--- src/rtl/lvdc_timing_gen.sv ---
// LVDC timing generator: phase / bit-time / word-time sequencer with a halt and single-step handshake.
// Define LVDC_TMR_EN to triplicate the counters and FSM state with per-bit 2-of-3 voting.
module lvdc_timing_gen #(
  parameter  int NPH  = 3,
  parameter  int NBIT = 14,
  parameter  int NWT  = 4,
  localparam int BTW  = (NBIT > 1) ? $clog2(NBIT) : 1,
  localparam int WTW  = (NWT > 1) ? $clog2(NWT) : 1
) (
  input  logic           clk_i,
  input  logic           rst_ni,
  input  logic           en_i,
  input  logic           halt_req_i,
  input  logic           step_i,
  output logic [NPH-1:0] ph_o,
  output logic [NPH-1:0] phn_o,
  output logic [BTW-1:0] bt_o,
  output logic [WTW-1:0] wt_o,
  output logic           bt_last_o,
  output logic           sync_o,
  output logic           halt_ack_o,
  output logic           tmr_err_o
);

  localparam int PCW = (NPH > 1) ? $clog2(NPH) : 1;
  localparam int TW  = 2 + WTW + BTW + PCW;

  typedef enum logic [1:0] {
    S_RUN   = 2'd0,
    S_DRAIN = 2'd1,
    S_HALT  = 2'd2,
    S_STEP  = 2'd3
  } state_e;

  // Whole timing state packed as {state, wt, bt, pc}; all-zero is the reset image.
  logic [TW-1:0]  tm_v;
  logic [TW-1:0]  tm_d;
  state_e         st_v, st_d;
  logic [WTW-1:0] wt_v, wt_d;
  logic [BTW-1:0] bt_v, bt_d;
  logic [PCW-1:0] pc_v, pc_d;
  logic           adv;
  logic           wte;

  assign st_v = state_e'(tm_v[TW-1 -: 2]);
  assign wt_v = tm_v[PCW+BTW +: WTW];
  assign bt_v = tm_v[PCW +: BTW];
  assign pc_v = tm_v[PCW-1:0];
  assign tm_d = {st_d, wt_d, bt_d, pc_d};

  assign adv = rst_ni && en_i && (st_v != S_HALT);
  assign wte = adv && (pc_v == PCW'(NPH - 1)) && (bt_v == BTW'(NBIT - 1));

  always_comb begin
    pc_d = pc_v;
    bt_d = bt_v;
    wt_d = wt_v;
    if (adv) begin
      if (pc_v == PCW'(NPH - 1)) begin
        pc_d = '0;
        if (bt_v == BTW'(NBIT - 1)) begin
          bt_d = '0;
          wt_d = (wt_v == WTW'(NWT - 1)) ? '0 : wt_v + 1'b1;
        end else begin
          bt_d = bt_v + 1'b1;
        end
      end else begin
        pc_d = pc_v + 1'b1;
      end
    end
  end

  // halt_req is a level and is honoured even while en_i is low; step only counts on an enabled clock.
  always_comb begin
    st_d = st_v;
    case (st_v)
      S_RUN: begin
        if (halt_req_i) st_d = wte ? S_HALT : S_DRAIN;
      end
      S_DRAIN: begin
        if (!halt_req_i) st_d = S_RUN;
        else if (wte)    st_d = S_HALT;
      end
      S_HALT: begin
        if (!halt_req_i)        st_d = S_RUN;
        else if (step_i && en_i) st_d = S_STEP;
      end
      S_STEP: begin
        if (wte) st_d = S_HALT;
      end
      default: st_d = S_RUN;
    endcase
  end

`ifdef LVDC_TMR_EN
  logic [TW-1:0] tm_q [3];

  assign tm_v = (tm_q[0] & tm_q[1]) | (tm_q[0] & tm_q[2]) | (tm_q[1] & tm_q[2]);

  // Every copy reloads from the voted next state, so a single upset is scrubbed on the next clock.
  always_ff @(posedge clk_i or negedge rst_ni) begin
    if (!rst_ni) begin
      for (int i = 0; i < 3; i++) tm_q[i] <= '0;
    end else begin
      for (int i = 0; i < 3; i++) tm_q[i] <= tm_d;
    end
  end

  assign tmr_err_o = (tm_q[0] != tm_v) || (tm_q[1] != tm_v) || (tm_q[2] != tm_v);
`else
  logic [TW-1:0] tm_q;

  always_ff @(posedge clk_i or negedge rst_ni) begin
    if (!rst_ni) tm_q <= '0;
    else         tm_q <= tm_d;
  end

  assign tm_v      = tm_q;
  assign tmr_err_o = 1'b0;
`endif

  always_comb begin
    ph_o = '0;
    if (adv) ph_o = NPH'(1) << pc_v;
  end

  assign phn_o      = ~ph_o;
  assign bt_o       = bt_v;
  assign wt_o       = wt_v;
  assign bt_last_o  = (bt_v == BTW'(NBIT - 1));
  assign sync_o     = ph_o[0] && (bt_v == '0) && (wt_v == '0);
  assign halt_ack_o = (st_v == S_HALT);

endmodule

--- config.mk ---
export PLATFORM = sky130hd
export DESIGN_NAME = lvdc_timing_gen
export DESIGN_NICKNAME = d
export VERILOG_FILES = /design/src/rtl/lvdc_timing_gen.sv
export SDC_FILE = /design/constraint.sdc
export NUM_CORES = 1
export LEC_CHECK = 0
export CAP_MARGIN = 10
export CORE_AREA = 2 2 44 46
export CTS_CLUSTER_DIAMETER = 150
export DETAILED_ROUTE_END_ITERATION = 16
export DIE_AREA = 0 0 46 48
export PLACE_DENSITY = 0.75
export SETUP_SLACK_MARGIN = 0.02
export SYNTH_ARGS = -nofsm -noshare
export SYNTH_HDL_FRONTEND = slang
export SYNTH_SLANG_ARGS = --single-unit
--- constraint.sdc ---
create_clock -name clk_i -period 1.6 [get_ports clk_i]
set_input_delay 0.32 -clock clk_i [delete_from_list [all_inputs] [get_ports clk_i]]
set_output_delay 0.32 -clock clk_i [all_outputs]
set_load 0.05 [all_outputs]
Word level (Yosys, flattened, before mapping):

Cells that the tools add are included.

* register bits: 10
* input port bits: 5
* output and inout bits: 16
* word-level logic and storage cells: 42

* add/subtract/negate cells: 3
* equal/unequal tests: 9
* shift-type cells: 1
* muxes and demuxes: 11
* bitwise logic cells: 1
* reductions and logical operators: 13

Operators by type and width (number)
* 2-to-1 mux 2 bit: 8
* == test 2 bit (second input constant): 4
* one-hot mux 2 bit (4 select lines): 1
* logical AND 1 bit: 7
* adder 2 x 1 -> 2 bit (second input constant): 2
* adder 4 x 1 -> 4 bit (second input constant): 1
* == test 4 bit (second input constant): 1
* logical NOT 2 bit: 2
* logical NOT 4 bit: 1
* 2-to-1 mux 4 bit: 1
* != test 2 bit (second input constant): 2
* AND reduction 2 bit: 2
* 2-to-1 mux 3 bit: 1
* != test 3 x 2 -> 1 bit (second input constant): 1
* inverter 3 bit: 1
* AND reduction 3 bit: 1
* left shift 1 x 2 -> 3 bit (first input constant): 1
* == test 2 x 1 -> 1 bit (second input constant): 1

Longest topological paths before layout:

* depth after elaboration: 7
* gate-level depth with buffers: 4
* depth with buffers taken out: 3

Worst setup path before layout:

Ideal clock, no wire load.

* path kind: reg-to-output
* from: register tm_q[9]
* to: output port phn_o[1]
* arrival: 2.254 ns
* required time: 1.280 ns
* setup slack: -0.974 ns
* cell stages (with the launch flop): 5
* path buffers: 1
* cell sequence: dfrtp_1 > nor2b_4 > buf_6 > nor4b_2 > inv_1

* cells in the longest elaborated chain, start to end: 4

RTL lines
* start: declaration: line 111 `logic [TW-1:0] tm_q;`
* start signal: assignment: line 115 `else tm_q <= tm_d;`
* != test 2 bit: line 51 `assign adv = rst_ni && en_i && (st_v != S_HALT);`
* logical AND 1 bit: line 51
* 2-to-1 mux 3 bit: line 124 `if (adv) ph_o = NPH'(1) << pc_v;`
* via ph_o[1]: line 15 `output logic [NPH-1:0] ph_o,`
* inverter 3 bit: line 127 `assign phn_o = ~ph_o;`
* end: declaration: line 16 `output logic [NPH-1:0] phn_o,`

The timed path passes the listed nets, and every way through them passes these cells.

Worst setup path in the final report:

* from: register tm_q[9]
* to: output port sync_o

* cells in the longest elaborated chain, start to end: 5

RTL lines
* != test 2 bit: line 51
* logical AND 1 bit: line 51
* 2-to-1 mux 3 bit: line 124
* logical AND 1 bit (2 in series): line 131 `assign sync_o = ph_o[0] && (bt_v == '0) && (wt_v == '0);`
* end: declaration: line 20 `output logic sync_o,`

Every way passes these cells.

==> results.sh <==
export IMPL_slew_viol_final=0
export IMPL_fin_crit_sh=1.13
export IMPL_nets=106
export IMPL_syn_inst=61
export IMPL_setup_viol=10
export IMPL_grtUsageTotal=0.182
export IMPL_coreArea_um2=1690
export IMPL_synthFlopType="dfrtp_1"
export IMPL_drive_above_1_share=0.588
export IMPL_crit_chain="nor2b_4, nor4_4, and4_4, buf_12"
export IMPL_power_density_nw_per_um2=1280
export IMPL_crit_slowest_cell="dfrtp_1"
export IMPL_cts_root_buf="clkbuf_4"
export IMPL_yosys_warnings=0
export IMPL_violations="negative setup slack"
export IMPL_synthTopCellsByCount="dfrtp_1, buf_4, inv_1, nor2_1, mux2_2"
export IMPL_cts_buffers=3
export IMPL_seq_area_frac_synth=0.385
export IMPL_synth_most_common_cell="dfrtp_1"
export IMPL_grt_pass1_wl_um=2700
export IMPL_critPathKind="flip-flop to primary output"
export IMPL_setup_tns_ns=-1.09
export IMPL_clock_sinks=10
export IMPL_maxCapViolations=0
export IMPL_syn_cell_area_um2=649
export IMPL_die_x_um=46
export IMPL_synth_edf_count=0
export IMPL_utilization=0.707
export IMPL_insertedDiodeCount=0
export IMPL_dp_cells=102
export IMPL_synth_top_area_frac=0.385
export IMPL_port_buffers=19
export IMPL_placementRows=15
export IMPL_hp_class="input port to async pin"
export IMPL_place_hpwl_um=1240
export IMPL_totalPowerFinal_mw=1.53
export IMPL_via_count=565
export IMPL_dr_pass1_iters=3
export IMPL_drc=0
export IMPL_drtIter0Drc=4
export IMPL_die_area_um2=2210
export IMPL_cts_tree="yes"
export IMPL_grt_max_degree=11
export IMPL_largest_register="tm_q"
export IMPL_post_place_ws_ns=-0.335
export IMPL_ant_nets=0
export IMPL_area_growth_pct=83.8
export IMPL_synth_largest_area_cell="dfrtp_1"
export IMPL_initial_core_util=0.384
export IMPL_grt_setup_unrepaired="yes"
export IMPL_synth_cell_types=27
export IMPL_reg_top3="tm_q (10)"
export IMPL_p_leak_nw=0.543
export IMPL_path_delay_family="simple AND/OR/NAND/NOR gates"
export IMPL_clock_latency_ns=0.27
export IMPL_syn_nets=68
export IMPL_synth_area_leaders="dfrtp_1, buf_4, mux2_2"
export IMPL_clk_path_buf_depth=2
export IMPL_crit_fanout=3
export IMPL_finalClockSkew_ns=0.00584
export IMPL_vias_per_cell=4.96
export IMPL_finalNonFillerCells=114
export IMPL_end_kind="primary output"
export IMPL_final_cell_area_um2=1190
export IMPL_required_ns=1.28
export IMPL_grt_overflow=0
export IMPL_place_area_um2=1050
export IMPL_finalCriticalPeriod_ns=1.81
export IMPL_vdd_drop_max_v=0.000782
export IMPL_startpoint_type="flip-flop"
export IMPL_syn_avg_cell_area_um2=10.6
export IMPL_finalWirelength_um=1730
export IMPL_clk_pin_slew_ns=0.07
export IMPL_ys_ff_latch=10
export IMPL_wire_per_inst_um=15.1
export IMPL_io_pins=21
export IMPL_synthArstFlopShare=1.00
export IMPL_critPathMaxStageDelay_ns=0.38
export IMPL_cts_htree_levels=1
export IMPL_die_height_um=48
export IMPL_antenna_found_initial=0
export IMPL_max_freq_mhz=552
export IMPL_fin_hold_ws_ns=0.106
export IMPL_first_global_vias=614
export IMPL_gp_congestion=0.780
export IMPL_postCtsHoldBufs=0
export IMPL_worstPathArrival_ns=1.49
export IMPL_fillers=115
export IMPL_fin_ws_ns=-0.213
export IMPL_largest_reg_flops=10
export IMPL_final_hold_viol_count=0
export IMPL_critical_path_buf_inv_count=1
export IMPL_outcome="complete, but fails checks"
-- worst paths after layout --
kind | from | end | slack [ns] | depth (start not counted)
min | rst_ni | tm_q[2] | 0.11 | 2
max | tm_q[9] | sync_o | -0.21 | 4
max in group asynchronous | rst_ni | tm_q[1] | 1.34 | 2
min in group clk_i | tm_q[0] | tm_q[0] | 0.55 | 1
max reg2reg | tm_q[9] | tm_q[7] | 0 | 5
min reg2reg | tm_q[0] | tm_q[0] | 0.55 | 1
-- cell type report --
class                   instances  area [um2]  share of cell area
repair buffers                 41         518               0.434
multi-input cells              36         354               0.297
flip-flops and latches         10         251               0.211
inverters                       7        26.3              0.0220
clock buffers                   3        22.5              0.0189
well taps                      17        21.3              0.0178
-- placed cells by master (no fill, tap or decap), types with 2 or more instances in the layout --
cell             instances
a21bo_2                  2
a21o_1                   2
buf_12                  14
buf_4                   17
buf_6                    5
clkbuf_4                 3
clkdlybuf4s50_1          2
dfrtp_1                  9
ha_1                     2
inv_1                    6
mux2_2                   2
mux2_4                   2
nor2_1                   5
nor4_4                   3
o41ai_1                  2
-- power breakdown --
group	switching [mW]	internal, mW
Sequential	0.0609	0.319
Combinational	0.514	0.453
Clock	0.0970	0.0872
-- layer usage --
layer,GRT usage,wire length (um)
met5,0,0
met4,0.114,40
met3,0.0453,51
met2,0.303,959
met1,0.211,675
-- kinds of logic after synthesis --
| family | Yosys count | synth area share |
|---|---|---|
| compound gates | 9 | 0.108 |
| fa+ha+maj | 2 | 0.0385 |
| xor+xnor | 1 | 0.0135 |
| flops | 10 | 0.385 |
| other cells | 1 | 0.00577 |
| simple gates | 19 | 0.241 |
| mux | 4 | 0.0694 |
| buf+inv | 15 | 0.139 |
-- timing repair --
item,in CTS,in global routing
hold endpoints to repair,0,0
gates resized for setup,16,2
buffers inserted,6,3
setup endpoints to repair,10,11
pin swaps,5,2
-- worst register-to-register path, delay by kind of cell (launching register included) --
family / cells / cell delay, ns
buffers and inverters: 2 / 0.26
multiplexers: 1 / 0.33
flip-flops: 1 / 0.38
AND/OR/NAND/NOR: 2 / 0.52
Note: power is estimated with default switching activity, not from simulation.
